[src/rtl/mem_pkg.sv]
// Shared widths and word/address types for the 16x32 synchronous memory.
// Pure type/constant package: no logic, no latency.
package mem_pkg;

    localparam int DATA_W = 32;
    localparam int ADDR_W = 4;
    localparam int DEPTH  = 16;

    typedef logic [DATA_W-1:0] word_t;
    typedef logic [ADDR_W-1:0] addr_t;

endpackage : mem_pkg

[src/rtl/mem_16x32_sync_if.sv]
// Memory-side signal group: one op per cycle (EN=1 write, EN=0 read).
// Read result returns 1 cycle later with a Valid_Out pulse; no backpressure.
interface mem_16x32_sync_if;
    import mem_pkg::*;

    word_t Data_In;
    addr_t Addr;
    logic  EN;
    word_t Data_Out;
    logic  Valid_Out;

    modport master (
        output Data_In,
        output Addr,
        output EN,
        input  Data_Out,
        input  Valid_Out
    );

    modport slave (
        input  Data_In,
        input  Addr,
        input  EN,
        output Data_Out,
        output Valid_Out
    );

endinterface : mem_16x32_sync_if

[src/rtl/mem_regfile.sv]
// DEPTH x DATA_W storage: synchronous clear and write, combinational read.
// Write takes effect at the edge; read is 0-latency; no backpressure.
module mem_regfile
    import mem_pkg::*;
(
    input  logic  clk,
    input  logic  rst,
    input  logic  we,
    input  addr_t addr,
    input  word_t wdata,
    output word_t rdata
);

    word_t mem [DEPTH];

    always_ff @(posedge clk) begin
        if (rst) begin
            for (int i = 0; i < DEPTH; i++) begin
                mem[i] <= '0;
            end
        end else if (we) begin
            mem[addr] <= wdata;
        end
    end

    assign rdata = mem[addr];

endmodule : mem_regfile

[src/rtl/mem_16x32_sync.sv]
// Single-port 16x32 memory: EN=1 writes, EN=0 reads with registered output.
// Read latency 1 clk, Valid_Out pulses per read; accepts an op every cycle.
module mem_16x32_sync
    import mem_pkg::*;
(
    input  logic               clk,
    input  logic               rst,
    mem_16x32_sync_if.slave    bus
);

    word_t rd_dat;
    logic  wr_en;

    // Reset blocks the write so X on EN/Addr/Data_In cannot disturb the array.
    assign wr_en = bus.EN && !rst;

    mem_regfile u_regfile (
        .clk   (clk),
        .rst   (rst),
        .we    (wr_en),
        .addr  (bus.Addr),
        .wdata (bus.Data_In),
        .rdata (rd_dat)
    );

    // Data_Out only moves on a read or reset; writes leave it holding.
    always_ff @(posedge clk) begin
        if (rst) begin
            bus.Data_Out  <= '0;
            bus.Valid_Out <= 1'b0;
        end else if (bus.EN) begin
            bus.Valid_Out <= 1'b0;
        end else begin
            bus.Data_Out  <= rd_dat;
            bus.Valid_Out <= 1'b1;
        end
    end

endmodule : mem_16x32_sync

[src/flat_wrapper.sv]
// flat-port wrapper written by rule: the top's interface ports become plain ports
module mem_16x32_sync_flat import mem_pkg::*;
  (clk, rst, bus_Data_In, bus_Addr, bus_EN, bus_Data_Out, bus_Valid_Out);
  mem_16x32_sync_if bus_i ();
  input  logic clk;
  input  logic rst;
  input wire logic [$bits(bus_i.Data_In)-1:0] bus_Data_In;
  input wire logic [$bits(bus_i.Addr)-1:0] bus_Addr;
  input wire logic [$bits(bus_i.EN)-1:0] bus_EN;
  output wire logic [$bits(bus_i.Data_Out)-1:0] bus_Data_Out;
  output wire logic [$bits(bus_i.Valid_Out)-1:0] bus_Valid_Out;
  assign bus_i.Data_In = bus_Data_In;
  assign bus_i.Addr = bus_Addr;
  assign bus_i.EN = bus_EN;
  assign bus_Data_Out = bus_i.Data_Out;
  assign bus_Valid_Out = bus_i.Valid_Out;
  mem_16x32_sync u_core (.clk(clk), .rst(rst), .bus(bus_i));
endmodule
[config.mk]
export PLATFORM = sky130hd
export DESIGN_NAME = mem_16x32_sync_flat
export DESIGN_NICKNAME = d
export VERILOG_FILES = /design/src/rtl/mem_pkg.sv /design/src/rtl/mem_16x32_sync_if.sv /design/src/rtl/mem_regfile.sv /design/src/rtl/mem_16x32_sync.sv /design/src/flat_wrapper.sv
export SDC_FILE = /design/constraint.sdc
export NUM_CORES = 1
export LEC_CHECK = 0
export ABC_AREA = 1
export BUFFER_PORTS_ARGS = -buffer_cell sky130_fd_sc_hd__buf_4
export CAP_MARGIN = 30
export CELL_PAD_IN_SITES_DETAIL_PLACEMENT = 1
export CELL_PAD_IN_SITES_GLOBAL_PLACEMENT = 2
export CORE_UTILIZATION = 42
export CTS_CLUSTER_DIAMETER = 80
export DETAILED_ROUTE_END_ITERATION = 12
export GPL_TIMING_DRIVEN = 0
export PLACE_DENSITY = 0.88
export SLEW_MARGIN = 10
export SYNTH_ARGS = -nofsm -noshare
export SYNTH_HDL_FRONTEND = slang
export SYNTH_SLANG_ARGS = --single-unit
[constraint.sdc]
create_clock -name clk -period 5.7 [get_ports clk]
set_input_delay 0.855 -clock clk [delete_from_list [all_inputs] [get_ports clk]]
set_output_delay 0.855 -clock clk [all_outputs]
set_load 0.05 [all_outputs]
; ---- Yosys cells after proc, flatten, opt, wreduce, memory -nomap -nowiden
; Memory sizes are Yosys's and may differ from the RTL's. A register that Yosys moved wholly into a read port is not among the register bits.
; Cells that the tools add are included.
; Widths: inputs -> output; s select.
[classes]
reduce_logical = 4
mux = 9
[op_table]
columns = operator, count
row1 = $mux 32, 1
row2 = $reduce_or 32->1, 1
row3 = $mux 1, 7
row4 = $mux 4, 1
row5 = $logic_not 1->1, 2
row6 = $logic_and 1x1->1, 1
[word_totals]
output_inout_bits = 33
ram_bits = 512
in_bits = 39
register_bits = 1
mem_count = 1
word_cells = 15
[memory_table]
columns = memory, depth, word_bits, read_ports, rd_clocked_by_memory_dff, write_ports, line_no
row1 = u_core.u_regfile.mem, 16, 32, 1, 1, 16, mem_regfile.sv:14  ; word_t mem [DEPTH];

; ---- Logic depth before layout (Yosys ltp)
[depth]
ltp_word = 7
depth_mapped = 12

; ---- Modules after synthesis
; A second synthesis with hierarchy kept.
[unflattened]
hier_cells = 2864
hier_area_um2 = 24960.2
[by_module_without_submodules]
columns = mod, instances, cells_per_inst, area_per_inst_um2
row1 = mem_regfile, 1, 2721, 23725.3
row2 = mem_16x32_sync, 1, 143, 1234.9

; ---- Worst setup path after synthesis
; No wires, ideal clock.
[synth_path]
path_kind = input-to-reg
start = input bus_Addr[0]
end = memory u_core.u_regfile.mem[5][0] in the netlist's numbering (enable)
cell_stages = 7
t_arrival_ns = 2.341
setup_slack_ns = 2.881
required_time_ns = 5.222
n_path_buf = 3
path_cell_list = buf_4 -> inv_2 -> buf_2 -> nor2_2 -> nand3_1 -> clkbuf_1 -> nand2_1
[synth_rtl]
columns = element, line_no
row1 = start: declaration, flat_wrapper.sv:8  ; input wire logic [$bits(bus_i.Addr)-1:0] bus_Addr;
row2 = end: declaration, mem_regfile.sv:14

==> run_results.csv <==
group,metric,value,unit
outcome,outcome,"complete, no violations",
timing,drv_slew,0,
clocking,cts_setup_buffers,0,
die,core,57700,um^2
timing,max_slew.worst_pin.slew,926,ps
die,rows,88,
timing,finClkSkew,17.8,ps
clocking,cts_buffers,58,
synthesis,synth.yosys.warnings,0,
die,die_x,244,um
clocking,ctsResizeCount,0,
worst_setup_path,arrival,3550,ps
power_and_ir_drop,p_leak,0.0124,uW
detailed_routing,drc_errors,0,
timing,timing.slew.headroom,38.2,%
clocking,htreeDepth,2,
cells_and_area,drive_above_1_share,7.84,%
cells_and_area,area_growth,14.2,%
timing,hold_viol_final,0,
die,chipHeight,244,um
place,hpwlAfterDp,56.6,mm
clocking,cts_tree,"done",
detailed_routing,ant_nets,0,
die,io_pins,72,
global_route,met2_usage,42.4,%
global_route,grt_max_degree,33,
detailed_routing,dr.pass1.iters,5,
synthesis,synth_cell_types,15,
timing,min_period,3310,ps
worst_setup_path,cp_max_fo,32,
synthesis,ys_seq_area_share,65.4,%
place,dpl_worst_slack,1850,ps
place,port-buffer-count,69,
timing,fmax,302,MHz
die,dieArea,59300,um^2
run,cap_violations,0,
power_and_ir_drop,p_comb_share,9.2,%
clocking,clock_sinks,545,
detailed_routing,routed_wl,76.1,mm
synthesis,avgSynthCellArea,8.86,um^2
global_route,use_met3,3.64,%
synthesis,syn_nets,2806,
worst_setup_path,startpoint_type,"input pin",
global_route,grt_usage,25.9,%
synthesis,synth_area,24500,um^2
cells_and_area,antenna_cells,0,
clocking,root_buffer,"clkbuf_16",
clocking,clk_pin_slew_worst_paths,60,ps
worst_setup_path,required,5940,ps
power_and_ir_drop,p_sw,2300,uW
timing,rsz0062_at_grt,"false",
global_route,grt_pass1_wl,115,mm
detailed_routing,drtIter0Drc,1650,
power_and_ir_drop,p_int,7020,uW
detailed_routing,viasPerCell,5.08,
global_route,antenna_found_initial,0,
synthesis,ys_ff_latch,545,
clocking,clk_path_buf_depth,3,
place,gp_congestion,0.888,
synthesis,netlist_instances,2767,
die,initial_utilization,42.5,%
timing,timing.final.ws_setup,2390,ps
cells_and_area,instances_no_fill,3712,
cells_and_area,fin_nets,2938,
power_and_ir_drop,p_per_area,333,nW/um^2
timing,fin_crit_sh,58.1,%
detailed_routing,num_vias,18900,
clocking,holdBufCountCts,0,
global_route,grt_pass1_vias,19400,
power_and_ir_drop,peakVddDrop,0.227,mV
power_and_ir_drop,pwr-share-clk,40.6,%
cells_and_area,regArea,16000,um^2
global_route,top_usage_layer,"met2",
timing,setup_viol,0,
cells_and_area,fillers,6755,
worst_hold_path,hold_class,"register to register",
cells_and_area,multi_input_area,7590,um^2
global_route,overflow,0,
worst_setup_path,endpoint_kind,"register",
worst_setup_path,worstSetupPathType,"input pin to register",
timing,setup_tns,0,ps
place,dp.cells,3604,
global_route,grtUsageMet1,35.9,%
detailed_routing,routedWlPerCell,20.5,um
power_and_ir_drop,power_frac_seq,50.2,%
power_and_ir_drop,swShare,24.7,%
clocking,clk_latency,630,ps
## registers in the layout, indices dropped and copies added, names as in the netlist
| register | cells |
|---|---|
| u_core.u_regfile.mem | 512 |
| u_core.bus.Data_Out | 32 |
| u_core.bus.Valid_Out | 1 |
## cells in the final DEF, fill, tap and decap left out, types with 7 or more instances in the layout
cell	instances
nand2_1	1420
nor2_1	515
edfxtp_1	512
clkbuf_1	137
buf_4	73
clkbuf_16	59
buf_2	47
inv_1	33
dfxtp_1	33
o21ai_1	28
nand2_2	15
buf_1	14
clkinv_1	11
clkinv_2	9
nand3_1	8
inv_2	7
## per-layer routing
metal / routed length [um] / share of wire, %
met1: 34800 / 46
met2: 35500 / 47
met3: 3870 / 5.1
met4: 1830 / 2.4
met5: 0 / 0
## logic make-up (layout without fill, tap and decap cells)
logic type             after synthesis  after routing  synth area share (%)
AO/OA/AOI/OAI                       32             32                 0.653
flip-flops                         545            545                  65.4
AND/OR/NAND/NOR                   1964           1964                  30.2
buffers and inverters              226            406                  3.76
## critical path, stage by stage
cell and delay (ps):
buf_4 130, inv_2 240, nand2_1 240, inv_2 160
buf_2 380, nand3_1 420, clkbuf_1 370, nand2_2 730
## cell type report
type,count,area share [%]
sequential,545,57.3
buffer,186,2.76
clock inverter,29,1.04
clock buffer,79,5.69
tap,765,3.42
inverter,40,0.536
multi-input combinational,1996,27.1
timing repair buffer,72,2.15
## cells in the mapped netlist, drive strengths merged
cell type	n	area [um^2]
nor2	520	1960
nor3	1	5.00
clkbuf	121	454
nand2	1435	5390
dfxtp	33	661
inv	40	150
buf	65	318
nand3	8	40.0
o21ai	32	160
edfxtp	512	15400
## through the flow
stage	power (uW)	cell area, um^2	hold slack, ps	util [%]
4_1_cts	9360	28000	458	48.5
3_5_place_dp	5610	26100	443	45.3
2_1_floorplan	5260	24500	666	-
6_report	9320	28000	454	48.5
3_3_place_gp	5570	26000	441	45.0
5_1_grt	9590	28000	473	48.5
## power groups by stage
stage	Clock (uW)	Sequential, uW	Combinational (uW)
3_3_place_gp	0	4750	816
3_5_place_dp	0	4760	852
2_1_floorplan	0	4790	464
4_1_cts	3830	4680	860
5_1_grt	3950	4700	942
6_report	3790	4680	859
## path summary, 6_finish.rpt
| kind | from | to | slack, ps | cells after the start |
|---|---|---|---|---|
| setup / recovery | rst | u_core.u_regfile.mem[7][20] | 2390 | 8 |
| setup reg to reg | u_core.u_regfile.mem[15][1] | u_core.bus.Data_Out[1] | 4210 | 8 |
| hold reg to reg | u_core.bus.Data_Out[12] | u_core.bus.Data_Out[12] | 450 | 2 |
| hold / removal | u_core.bus.Data_Out[12] | u_core.bus.Data_Out[12] | 450 | 2 |
Power figures use the tool's default switching activity.
